## config.mk

```make
export PLATFORM = sky130hd
export DESIGN_NAME = mem_lsu
export DESIGN_NICKNAME = d
export VERILOG_FILES = /design/src/rtl/mem_lsu.sv
export SDC_FILE = /design/constraint.sdc
export NUM_CORES = 1
export LEC_CHECK = 0
export ABC_AREA = 1
export BUFFER_PORTS_ARGS = -buffer_cell sky130_fd_sc_hd__buf_2
export CORE_MARGIN = 8
export CORE_UTILIZATION = 42
export CTS_CLUSTER_SIZE = 12
export DETAILED_ROUTE_END_ITERATION = 10
export GPL_TIMING_DRIVEN = 0
export PLACE_DENSITY = 0.75
export SYNTH_ARGS = -nofsm -noshare
export SYNTH_HDL_FRONTEND = slang
export SYNTH_SLANG_ARGS = --single-unit
```

## constraint.sdc

```tcl
create_clock -name clk -period 1.43 [get_ports clk]
set_input_delay 0 -clock clk [delete_from_list [all_inputs] [get_ports clk]]
set_output_delay 0 -clock clk [all_outputs]
set_load 0.01 [all_outputs]
```

## src/rtl/mem_lsu.sv

```systemverilog
`default_nettype none
// ============================================================================
// Module      : mem_lsu
// Description : Memory-access stage load/store unit. Takes the load/store
//               fields held in the EX/MEM register, runs the access over an
//               SRAM-like request/handshake bus, and returns the writeback
//               value for MEM/WB. Raises a stall while an access is in
//               flight, flags misaligned accesses (AdEL/AdES), and on flush
//               drains any access the bus has already accepted.
// Ports       : clk, rst (sync, active-high), flush
//               mem_*_i         - EX/MEM fields (op, address, store data,
//                                 ALU result, dest reg, write enable, upstream
//                                 exception flags)
//               wdata_o/wd_o/wreg_o - writeback toward MEM/WB
//               adel_o/ades_o/badvaddr_o - alignment exception report
//               stallreq_o      - stall request to pipeline control
//               data_*          - data-cache request/handshake bus
// Revision    : 1.0 - initial release
// ============================================================================
module mem_lsu #(
    parameter int ADDR_W = 32,
    parameter int DATA_W = 32
) (
    input  logic              clk,
    input  logic              rst,
    input  logic              flush,
    input  logic [7:0]        mem_aluop_i,
    input  logic [ADDR_W-1:0] mem_addr_i,
    input  logic [DATA_W-1:0] mem_reg2_i,
    input  logic [DATA_W-1:0] mem_wdata_i,
    input  logic [4:0]        mem_wd_i,
    input  logic              mem_wreg_i,
    input  logic [31:0]       mem_excepttype_i,
    output logic [DATA_W-1:0] wdata_o,
    output logic [4:0]        wd_o,
    output logic              wreg_o,
    output logic              adel_o,
    output logic              ades_o,
    output logic [ADDR_W-1:0] badvaddr_o,
    output logic              stallreq_o,
    output logic              data_req,
    output logic              data_wr,
    output logic [1:0]        data_size,
    output logic [ADDR_W-1:0] data_addr,
    output logic [DATA_W-1:0] data_wdata,
    output logic [3:0]        data_wstrb,
    input  logic              data_addr_ok,
    input  logic              data_data_ok,
    input  logic [DATA_W-1:0] data_rdata
);

    localparam logic [7:0] c_OP_LB  = 8'hE0;
    localparam logic [7:0] c_OP_LH  = 8'hE1;
    localparam logic [7:0] c_OP_LW  = 8'hE3;
    localparam logic [7:0] c_OP_LBU = 8'hE4;
    localparam logic [7:0] c_OP_LHU = 8'hE5;
    localparam logic [7:0] c_OP_SB  = 8'hE8;
    localparam logic [7:0] c_OP_SH  = 8'hE9;
    localparam logic [7:0] c_OP_SW  = 8'hEB;

    typedef enum logic [2:0] {
        ST_IDLE  = 3'd0,
        ST_REQ   = 3'd1,
        ST_WAIT  = 3'd2,
        ST_DONE  = 3'd3,
        ST_DRAIN = 3'd4
    } state_t;

    state_t              r_state;
    state_t              w_next;

    // Request fields are latched at launch so the bus sees stable values
    // for the whole REQ phase regardless of what the pipeline does.
    logic [7:0]          r_op;
    logic [ADDR_W-1:0]   r_addr;
    logic                r_wr;
    logic [1:0]          r_size;
    logic [3:0]          r_strb;
    logic [DATA_W-1:0]   r_wdata;
    logic [DATA_W-1:0]   r_rdata;

    logic                w_is_load;
    logic                w_is_store;
    logic                w_misalign;
    logic                w_go;
    logic [1:0]          w_size;
    logic [3:0]          w_strb;
    logic [DATA_W-1:0]   w_wdata;
    logic [7:0]          w_byte;
    logic [15:0]         w_half;
    logic [DATA_W-1:0]   w_load_ext;

    // ---------------- decode and alignment ----------------
    assign w_is_load  = (mem_aluop_i == c_OP_LB)  || (mem_aluop_i == c_OP_LH) ||
                        (mem_aluop_i == c_OP_LW)  || (mem_aluop_i == c_OP_LBU) ||
                        (mem_aluop_i == c_OP_LHU);
    assign w_is_store = (mem_aluop_i == c_OP_SB)  || (mem_aluop_i == c_OP_SH) ||
                        (mem_aluop_i == c_OP_SW);

    assign w_misalign = (((mem_aluop_i == c_OP_LH) || (mem_aluop_i == c_OP_LHU) ||
                          (mem_aluop_i == c_OP_SH)) && mem_addr_i[0]) ||
                        (((mem_aluop_i == c_OP_LW) || (mem_aluop_i == c_OP_SW)) &&
                          (mem_addr_i[1:0] != 2'b00));

    assign adel_o     = w_is_load  && w_misalign;
    assign ades_o     = w_is_store && w_misalign;
    assign badvaddr_o = (adel_o || ades_o) ? mem_addr_i : '0;

    assign w_go = (w_is_load || w_is_store) && (mem_excepttype_i == 32'd0) &&
                  !w_misalign && !flush;

    // ---------------- store formatting ----------------
    always_comb begin
        w_size  = 2'd2;
        w_strb  = 4'b0000;
        w_wdata = mem_reg2_i;
        case (mem_aluop_i)
            c_OP_LB, c_OP_LBU: w_size = 2'd0;
            c_OP_LH, c_OP_LHU: w_size = 2'd1;
            c_OP_SB: begin
                w_size  = 2'd0;
                w_strb  = 4'b0001 << mem_addr_i[1:0];
                w_wdata = {4{mem_reg2_i[7:0]}};
            end
            c_OP_SH: begin
                w_size  = 2'd1;
                w_strb  = mem_addr_i[1] ? 4'b1100 : 4'b0011;
                w_wdata = {2{mem_reg2_i[15:0]}};
            end
            c_OP_SW: begin
                w_size  = 2'd2;
                w_strb  = 4'b1111;
                w_wdata = mem_reg2_i;
            end
            default: w_size = 2'd2;
        endcase
    end

    // ---------------- load lane select and extension ----------------
    always_comb begin
        case (r_addr[1:0])
            2'd0:    w_byte = r_rdata[7:0];
            2'd1:    w_byte = r_rdata[15:8];
            2'd2:    w_byte = r_rdata[23:16];
            default: w_byte = r_rdata[31:24];
        endcase
        w_half = r_addr[1] ? r_rdata[31:16] : r_rdata[15:0];
        case (r_op)
            c_OP_LB:  w_load_ext = {{24{w_byte[7]}}, w_byte};
            c_OP_LBU: w_load_ext = {24'd0, w_byte};
            c_OP_LH:  w_load_ext = {{16{w_half[15]}}, w_half};
            c_OP_LHU: w_load_ext = {16'd0, w_half};
            default:  w_load_ext = r_rdata;
        endcase
    end

    // ---------------- state register ----------------
    always_ff @(posedge clk) begin
        if (rst) begin
            r_state <= ST_IDLE;
            r_op    <= '0;
            r_addr  <= '0;
            r_wr    <= 1'b0;
            r_size  <= '0;
            r_strb  <= '0;
            r_wdata <= '0;
            r_rdata <= '0;
        end else begin
            r_state <= w_next;
            if ((r_state == ST_IDLE) && w_go) begin
                r_op    <= mem_aluop_i;
                r_addr  <= mem_addr_i;
                r_wr    <= w_is_store;
                r_size  <= w_size;
                r_strb  <= w_strb;
                r_wdata <= w_wdata;
            end
            if ((r_state == ST_WAIT) && data_data_ok) begin
                r_rdata <= data_rdata;
            end
        end
    end

    // ---------------- next state and stall ----------------
    always_comb begin
        w_next     = r_state;
        stallreq_o = 1'b0;
        case (r_state)
            ST_IDLE: begin
                if (w_go) begin
                    stallreq_o = 1'b1;
                    w_next     = ST_REQ;
                end
            end
            ST_REQ: begin
                stallreq_o = 1'b1;
                // Once the bus has accepted the request a response is owed,
                // so a flush at that point must still wait it out.
                if (flush && data_addr_ok) w_next = ST_DRAIN;
                else if (flush)            w_next = ST_IDLE;
                else if (data_addr_ok)     w_next = ST_WAIT;
            end
            ST_WAIT: begin
                stallreq_o = 1'b1;
                if (flush && data_data_ok) w_next = ST_IDLE;
                else if (flush)            w_next = ST_DRAIN;
                else if (data_data_ok)     w_next = ST_DONE;
            end
            ST_DONE: begin
                // Stall released for one cycle so MEM/WB takes the result
                // and the pipeline moves the next instruction in.
                w_next = ST_IDLE;
            end
            ST_DRAIN: begin
                stallreq_o = 1'b1;
                if (data_data_ok) w_next = ST_IDLE;
            end
            default: w_next = ST_IDLE;
        endcase
    end

    // ---------------- bus and writeback outputs ----------------
    assign data_req   = (r_state == ST_REQ);
    assign data_wr    = r_wr;
    assign data_size  = r_size;
    assign data_addr  = r_addr;
    assign data_wdata = r_wdata;
    assign data_wstrb = r_strb;

    assign wdata_o = ((r_state == ST_DONE) && !r_wr) ? w_load_ext : mem_wdata_i;
    assign wd_o    = mem_wd_i;
    assign wreg_o  = mem_wreg_i && !adel_o && !(w_is_load && (r_state != ST_DONE)) &&
                     !flush && (r_state != ST_DRAIN);

endmodule
`default_nettype wire

```

; ---- Yosys cells after proc, flatten, opt, wreduce, memory -nomap -nowiden
; Cells that the tools add are included.
[word_totals]
romBits = 0
regBits = 114
memories = 0
latch_bits = 0
input_bits = 179
mem_bits_rw = 0
output_inout_bits = 145
wordCells = 95
[classes]
n_bitwise = 0
reduce_logical = 42
n_mux = 20
mul = 0
n_shift = 1
n_addsub = 0
eq_ne = 24
div = 0
magnitude_cmp = 0
[op_table]
columns = op, count
row1 = case mux 32 bit (4 select lines), 1
row2 = equality test 8 bit (second input constant), 12
row3 = two-way mux 32 bit, 2
row4 = case mux 32 bit (2 select lines), 1
row5 = zero test 32 bit, 1
row6 = two-way mux 3 bit, 8
row7 = case mux 8 bit (3 select lines), 1
row8 = logical AND 1 bit, 17
row9 = two-way mux 16 bit, 1
row10 = logical OR 1 bit, 12
row11 = case mux 3 bit (4 select lines), 1
row12 = case mux 4 bit (3 select lines), 1
row13 = OR reduction 3 bit, 3
row14 = equality test 3 x 2 -> 1 bit (second input constant), 2
row15 = zero test 1 bit, 5
row16 = two-way mux 4 bit, 1
row17 = inequality test 2 bit (second input constant), 2
row18 = inequality test 4 x 2 -> 1 bit (second input constant), 1
row19 = inequality test 4 x 3 -> 1 bit (second input constant), 1
row20 = case mux 2 bit (2 select lines), 1
row21 = AND reduction 4 bit, 1
row22 = << shifter 1 x 2 -> 4 bit (first input constant), 1
row23 = equality test 3 x 1 -> 1 bit (second input constant), 1
row24 = equality test 3 bit (second input constant), 1
row25 = 9 further kinds, 9

; ---- Depth between registers and ports, before layout
; Gate-level depths: netlist (run 1).
[depth]
depth_word = 11
mapped_depth = 11
mapped_depth_nobuf = 11

; ---- Worst setup path before layout (run 1)
; OpenSTA, ideal clock, no wires.
[synth_path]
path_type = register to output
startpoint = register r_addr[0], in the netlist data_addr[0]
endpoint = output wdata_o[25]
n_path_buf = 1
required_time_ps = 1430
slack_ps = -110
t_arrival_ps = 1540
stages_incl_launch_ff = 11
path_cell_list = dfxtp_1 -> nor2_1 -> nand2_1 -> o211ai_1 -> o21ai_1 -> inv_1 -> nand3_1 -> nand2_1 -> buf_4 -> o22ai_1 -> inv_1
[synth_between]
elab_chain_len = 4
word_cells_on_any_way = 6
cone_classes = eq/ne: 2 / mux: 3 / reduce/logical: 1
[synth_rtl]
columns = element, line
row1 = start: declaration, 75  ; logic [ADDR_W-1:0] r_addr;
row2 = start signal: assignment, 172  ; r_addr <= mem_addr_i;
row3 = "equality test 2 bit, or another cell as far along", 141  ; case (r_addr[1:0])
row4 = case mux 8 bit (3 select lines) *, 141
row5 = case mux 32 bit (4 select lines) *, 148  ; case (r_op)
row6 = two-way mux 32 bit *, 230  ; assign wdata_o = ((r_state == ST_DONE) && !r_wr) ? w_load_ext : mem_wdata_i;
row7 = end: declaration, 34  ; output logic [DATA_W-1:0] wdata_o,
; Mark *: on every way between the ends. The rest lies on a longest branch, timed or not.

; ---- Worst setup path in the final report (run 1)
[layout_path]
startpoint = register r_op[4]
endpoint = output wdata_o[31]
[layout_between]
elab_chain_len = 3
word_cells_on_any_way = 6
cone_classes = eq/ne: 4 / mux: 2
[layout_rtl]
columns = element, line
row1 = start: declaration, 74  ; logic [7:0] r_op;
row2 = start signal: assignment, 171  ; r_op <= mem_aluop_i;
row3 = equality test 8 bit, 148
row4 = case mux 32 bit (4 select lines) *, 148
row5 = two-way mux 32 bit *, 230
; Marks and branches as above.

==> results of run 1 <==
-- flip-flops by register name, summed over array words and instances (netlist names) --
register	count
data_addr	32
data_size	2
data_wdata	32
data_wr	1
data_wstrb	4
r_op	8
r_rdata	32
r_state	3
-- placed cells by master (no fill, tap or decap), types with 4 or more instances in the layout --
master / instances
nand2_2: 9
o21ai_1: 19
nor2_4: 9
o22ai_2: 13
nand3_1: 25
clkbuf_8: 7
o22a_1: 4
clkbuf_2: 4
nor2_2: 16
o21ai_2: 78
o211ai_1: 6
dfxtp_1: 108
nand2_8: 4
clkbuf_1: 13
buf_12: 8
buf_2: 310
buf_16: 4
nand4_1: 13
a21oi_1: 27
inv_2: 8
clkbuf_16: 22
inv_1: 92
o21ai_4: 12
nand2_4: 7
dfxtp_4: 5
buf_4: 30
nor2_1: 230
buf_8: 17
nand2_1: 131
a21oi_2: 31
buf_6: 37
dlygate4sd3_1: 95
o21ai_0: 35
-- layer usage --
| layer | up-vias | part of all wire (%) | track usage (%) | wire length [µm] |
|---|---|---|---|---|
| li1 | 4182 | - | - | - |
| met1 | 4148 | 34 | 31.1 | 11000 |
| met2 | 608 | 50 | 55.3 | 16300 |
| met3 | 163 | 11 | 10.4 | 3450 |
| met4 | 4 | 5.3 | 15.5 | 1720 |
| met5 | - | 0.077 | 0 | 25 |
-- cell type report --
class / count / area (µm²) / share of cell area (%)
multi-input cells: 708 / 4280 / 36.3
repair buffers: 472 / 3360 / 28.6
flip-flops and latches: 114 / 2300 / 19.5
plain buffers: 57 / 569 / 4.83
clock buffers: 20 / 467 / 3.96
inverters: 105 / 405 / 3.44
well taps: 184 / 230 / 1.95
clock inverters: 12 / 155 / 1.32
diodes: 1 / 2.50 / 0.0212
-- logic make-up (layout without fill, tap and decap cells) --
logic type | after synthesis | in the layout | share of synthesized area (%)
other | 0 | 1 | 0
buffers and inverters | 164 | 666 | 11.6
and+or+nand+nor | 468 | 468 | 31.3
AOI/OAI and AO/OA | 240 | 240 | 20.5
DFF | 114 | 114 | 36.5
-- how the worst max path moves through the flow --
stage	cells after the start	from	slack, ns	to
after floorplan	7	r_state[1]	-0.02	wdata_o[11]
after global placement	7	r_state[1]	-0.73	wdata_o[31]
after detailed placement	7	r_state[1]	-0.74	wdata_o[31]
after CTS	8	r_op[3]	-0.57	wdata_o[3]
after global routing	9	r_op[3]	-0.85	wdata_o[3]
final	10	r_op[4]	-0.81	wdata_o[31]
-- power by group --
group | switching [W] | total, W | internal, W
combinational | 0.00193 | 0.00362 | 0.00169
sequential | 0.000175 | 0.00354 | 0.00336
clock | 0.00160 | 0.00448 | 0.00288
total | 0.00370 | 0.0116 | 0.00794
-- worst max-delay path, cell delays in order (launching register included) --
cell     delay [ns]
dfxtp_1        0.38
nor2_2         0.05
nand3_2        0.08
nor3_4         0.05
buf_4          0.14
buf_6          0.13
buf_4          0.16
o21ai_1        0.47
o22ai_2        0.15
inv_1          0.11
buf_6          0.11
-- synth_stat cells, types with 2 or more instances --
cell / n
o21ai_0: 130
clkbuf_1: 37
buf_4: 6
nand4_1: 13
nor3_1: 7
inv_2: 3
buf_2: 4
a211oi_1: 3
or2_2: 2
o211ai_1: 6
a21oi_1: 60
inv_1: 101
o22ai_1: 16
nor2_2: 5
nor2_1: 249
nand2_1: 149
buf_6: 11
or3_1: 2
o221ai_1: 2
nand2_2: 2
nand3b_1: 2
o21bai_1: 2
o22a_1: 4
nand3_1: 29
o21ai_1: 14
dfxtp_1: 114
-- metrics by stage --
stage | util [%] | power, W | hold slack, ns | TNS, ns | instance area, µm²
2_1_floorplan | - | 0.00474 | 0.0871 | -0.0559 | 6270
3_3_place_gp | 55.6 | 0.00555 | 0.187 | -53.45 | 8090
3_5_place_dp | 55.6 | 0.00558 | 0.189 | -55.66 | 8090
4_1_cts | 76.0 | 0.0108 | 0.000626 | -33.77 | 11000
5_1_grt | 81.0 | 0.0120 | 0.0263 | -47.68 | 11800
6_report | 81.0 | 0.0116 | 0.0202 | -38.52 | 11800
-- repair_timing --
| action | CTS | global route |
|---|---|---|
| buffers inserted | 35 | 12 |
| pin swaps | 32 | 42 |
| setup endpoints to repair | 167 | 154 |
| endpoints found under the hold margin | 97 | 0 |
| hold buffers | 95 | 0 |
| resized for setup | 332 | 164 |
| gates cloned | 10 | 4 |
==> impl_metrics.py, run 1 <==
metrics = {
    "power_and_ir_drop": {
        "irDropWorstVdd_mv": 0.707,
        "power.leakage_nw": 5.50,
        "power_density_mw_per_mm2": 989,
    },
    "routing": {
        "vias": 9105,
        "first_pass_iters": 8,
        "wl_mm": 32.5,
        "ant_nets": 0,
        "routedWlPerCell_um": 19.4,
        "drt_iter0_drc": 625,
        "drcViolationCount": 0,
        "post_drt_via_cell_ratio": 5.44,
    },
    "floorplanning": {
        "die_h_um": 138,
        "core_mm2": 0.0145,
        "rows": 44,
        "fp.dieW_um": 138,
        "initial_core_util_pct": 43.0,
        "pin_count": 324,
        "die_area_mm2": 0.0190,
    },
    "synth": {
        "synth_top_area_cell": "dfxtp_1",
        "synth_nets": 1165,
        "syn_avg_cell_area_um2": 6.33,
        "ys_types": 39,
        "ys_warn_count": 0,
        "synth_flop_cell": "dfxtp_1",
        "yosysTopAreaCellShare_pct": 36.5,
        "synth_area_leaders": "dfxtp_1 (37%), nor2_1 (15%), o21ai_0 (10%)",
        "synthCells": 986,
        "ys_async_sr_fraction_pct": 0,
        "synth_edf_count": 0,
        "synth_seq_cells": 114,
        "ys_seq_area_share_pct": 36.5,
        "syn_area_mm2": 0.00624,
    },
    "placed_design": {
        "place_hpwl_mm": 20.0,
        "dpl.cell_count": 1487,
        "gp_congestion": 0.928,
        "place_ws_ns": -0.738,
        "portBuffers": 317,
    },
    "layout": {
        "stdcell_count": 1673,
        "nFillCells": 872,
        "synthToLayoutAreaGrowth_pct": 88.6,
        "nets": 1654,
        "layout-drive-gt1-share_pct": 45.6,
    },
    "outcome": {
        "violations": "negative setup slack",
        "outcome": "complete, but fails checks",
    },
    "worst_hold_path": {
        "min_path_type": "input port to flop",
        "worstHoldPathCells": 5,
        "hold-path-endpoint": "data_wdata[28]",
        "hp-start": "mem_reg2_i[28]",
    },
    "timing": {
        "relSlewSlack_pct": 40.6,
        "fmax_mhz": 447,
        "fin_crit_ns": 2.24,
        "rsz0062_at_grt": "yes",
        "final_hold_viol_count": 0,
        "final.setup.worst_slack_ns": -0.807,
        "slew_viol_final": 0,
        "tightest_slew_ns": 0.890,
        "period_share_pct": 156,
        "setup_viol": 146,
        "fin_skew_ns": 0.00910,
    },
    "cts": {
        "cts.sinks": 114,
        "cts_tree": "yes",
        "clk_pin_slew_ns": 0.06,
        "clock_latency_ns": 0.41,
        "cts_root_buf": "clkbuf_16",
        "cts_buffers": 17,
        "cts_buffer_depth": 2,
        "htreeDepth": 4,
    },
    "setup_path": {
        "end_kind": "primary output",
        "critPathMaxFanout": 7,
        "reg2reg_setup_slack_ns": -0.29,
        "r2r.worst_path.cells": 9,
        "crit_arrival_ns": 2.24,
        "required_ns": 1.43,
        "crit_type": "flop to primary output",
        "r2r-start": "r_state[0]",
        "crit_path_start_kind": "flop",
        "r2r-end": "data_wdata[6]",
    },
    "global_route": {
        "gr-total-overflow": 0,
        "grt_pass1_vias": 8792,
        "grt_antenna_before_repair": 2,
        "grt_usage_pct": 30.8,
        "grt_max_degree": 17,
        "grt_pass1_wl_mm": 45.7,
    },
    "job": {
        "drv_cap": 0,
    },
}
Note: power is estimated with default switching activity, not from simulation.
==> run 2, diff against run 1 <==
CAP_MARGIN = 25   (was unset)
HOLD_SLACK_MARGIN = 0.15   (was unset)
SKIP_CTS_REPAIR_TIMING = 1   (was unset)
==> run 2 against run 1 <==
Against the previous run:
- the run still ends with negative setup slack left
- sequential power about the same
- clock-buffer cell count unchanged
- global-route usage decreased by 5.9 points
- via count down 2.7%
- cell area down 4.3%
- sequential share of layout area grew 0.86 points
- non-clock buffer count is 9 higher
- total power down 5.1%
- worst setup slack better by 0.068 ns
- core utilization down 3.5 points
- die area unchanged
- critical endpoint is now wdata_o[2]
- largest cell class unchanged
==> impl_metrics.py, run 2 (same netlist as run 1, synthesis figures left out) <==
metrics = {
    "outcome": {
        "outcome": "complete, but fails checks",
        "violations": "negative setup slack",
    },
    "cts": {
        "cts_buffers": 17,
        "cts_buffer_depth": 2,
        "cts.sinks": 114,
        "cts_tree": "yes",
        "cts_root_buf": "clkbuf_16",
        "clock_latency_ns": 0.42,
        "htreeDepth": 4,
        "clk_pin_slew_ns": 0.06,
    },
    "setup_path": {
        "slowest_delay_ns": 0.35,
        "path_common_cell": "a21oi_2",
        "path_buf_inv": 2,
        "crit_type": "flop to primary output",
        "critPathMaxFanout": 8,
        "path_cells": "nor2_2, nand3_2, nor3_4, nand2_4, buf_4, o21ai_2, a21oi_2, a21oi_2, buf_2",
        "crit_path_start_kind": "flop",
        "required_ns": 1.43,
        "crit_family": "simple AND/OR/NAND/NOR gates",
        "end_kind": "primary output",
        "crit_path_top_delay_cell": "nor3_4",
        "crit_arrival_ns": 2.17,
    },
    "routing": {
        "wl_mm": 30.6,
        "vias": 8862,
        "drt_iter0_drc": 588,
        "drcViolationCount": 0,
        "first_pass_iters": 5,
        "ant_nets": 0,
        "post_drt_via_cell_ratio": 5.27,
        "routedWlPerCell_um": 18.2,
    },
    "layout": {
        "synthToLayoutAreaGrowth_pct": 80.5,
        "layout-drive-gt1-share_pct": 41.8,
        "nFillCells": 1016,
        "final_common_cell": "buf_2",
        "final_core_util_pct": 77.6,
        "nets": 1663,
        "layout_common_cells": "buf_2 (316), nor2_1 (236), nand2_1 (135)",
    },
    "timing": {
        "final.setup.worst_slack_ns": -0.738,
        "setup_viol": 116,
        "final_hold_viol_count": 0,
        "relSlewSlack_pct": 46.0,
        "tightest_slew_ns": 0.806,
        "period_share_pct": 152,
        "fin_skew_ns": 0.00856,
        "fin_crit_ns": 2.17,
        "slew_viol_final": 0,
        "rsz0062_at_grt": "yes",
        "fmax_mhz": 461,
    },
    "placed_design": {
        "portBuffers": 317,
        "place_ws_ns": -0.738,
        "place_hpwl_mm": 20.0,
        "gp_congestion": 0.928,
    },
    "global_route": {
        "grt_pass1_vias": 7224,
        "grt_antenna_before_repair": 2,
        "grt_usage_pct": 24.9,
        "gr-total-overflow": 0,
        "grt_max_degree": 17,
        "grt_pass1_wl_mm": 37.0,
    },
    "floorplanning": {
        "pin_count": 324,
        "rows": 44,
        "die_area_mm2": 0.0190,
        "initial_core_util_pct": 43.0,
        "die_h_um": 138,
        "fp.dieW_um": 138,
        "core_mm2": 0.0145,
    },
    "power_and_ir_drop": {
        "power.leakage_nw": 5.39,
        "power_w": 0.0110,
        "irDropWorstVdd_mv": 0.634,
        "power_density_mw_per_mm2": 980,
    },
    "worst_hold_path": {
        "min_path_type": "input port to flop",
    },
    "job": {
        "drv_cap": 0,
    },
}
==> run 2: changes by cell type in the layout (fill, tap and decap cells not counted), sizes merged <==
cell         delta
dlygate4sd3     +9
buf             -1
clkbuf          +1
clkinv          +1
clkinvlp        -1
==> run 2: metal layers <==
| metal | GRT usage, % | wire [µm] |
|---|---|---|
| met5 | 0 | 12 |
| met1 | 27.5 | 10700 |
| met3 | 8.37 | 3020 |
| met2 | 44.1 | 15800 |
| met4 | 7.70 | 1050 |
==> run 2: path summary, 6_finish.rpt <==
| kind | endpoint | startpoint | slack, ns | cells past startpoint |
|---|---|---|---|---|
| max | wdata_o[2] | r_op[4] | -0.74 | 9 |
| max reg2reg | data_wdata[13] | r_state[2] | -0.40 | 10 |
| min reg2reg | data_addr[2] | data_addr[2] | 0.48 | 2 |
| min | r_op[5] | rst | 0.13 | 3 |
==> run 2: per-stage QoR <==
step | area, µm² | std cells | hold WS, ns | TNS [ns]
6_report | 11300 | 1682 | 0.130 | -41.19
5_1_grt | 11300 | 1682 | 0.147 | -51.73
4_1_cts | 8710 | 1519 | -0.170 | -61.35
3_5_place_dp | 8090 | 1487 | 0.189 | -55.66
3_3_place_gp | 8090 | 1487 | 0.187 | -53.45
2_1_floorplan | 6270 | 986 | 0.0871 | -0.0559
==> run 2: worst reg2reg max path: stages, from the launching register on <==
cell and delay, ns:
dfxtp_4 0.37, nor2_4 0.12, inv_2 0.07, nor2_4 0.19, buf_6 0.13, nand4_4 0.20, buf_4 0.23, buf_6 0.11
buf_6 0.13, o21ai_2 0.15, nor2_1 0.05
==> run 2: layout make-up <==
class                      count  area (µm²)  share of cell area [%]
clock inverter                12         155                    1.38
tap                          184         230                    2.04
antenna                        1        2.50                  0.0222
buffer                        59         512                    4.54
timing repair buffer         479        3280                    29.1
clock buffer                  20         467                    4.14
inverter                     105         404                    3.58
multi-input combinational    708        3930                    34.8
sequential                   114        2300                    20.4
==> run 2: where the power goes <==
part / internal [W] / leakage, nW / switching (W)
logic: 0.00137 / 4.17 / 0.00165
clock network: 0.00288 / 0.302 / 0.00161
registers: 0.00336 / 0.925 / 0.000172
total: 0.00762 / 5.39 / 0.00343
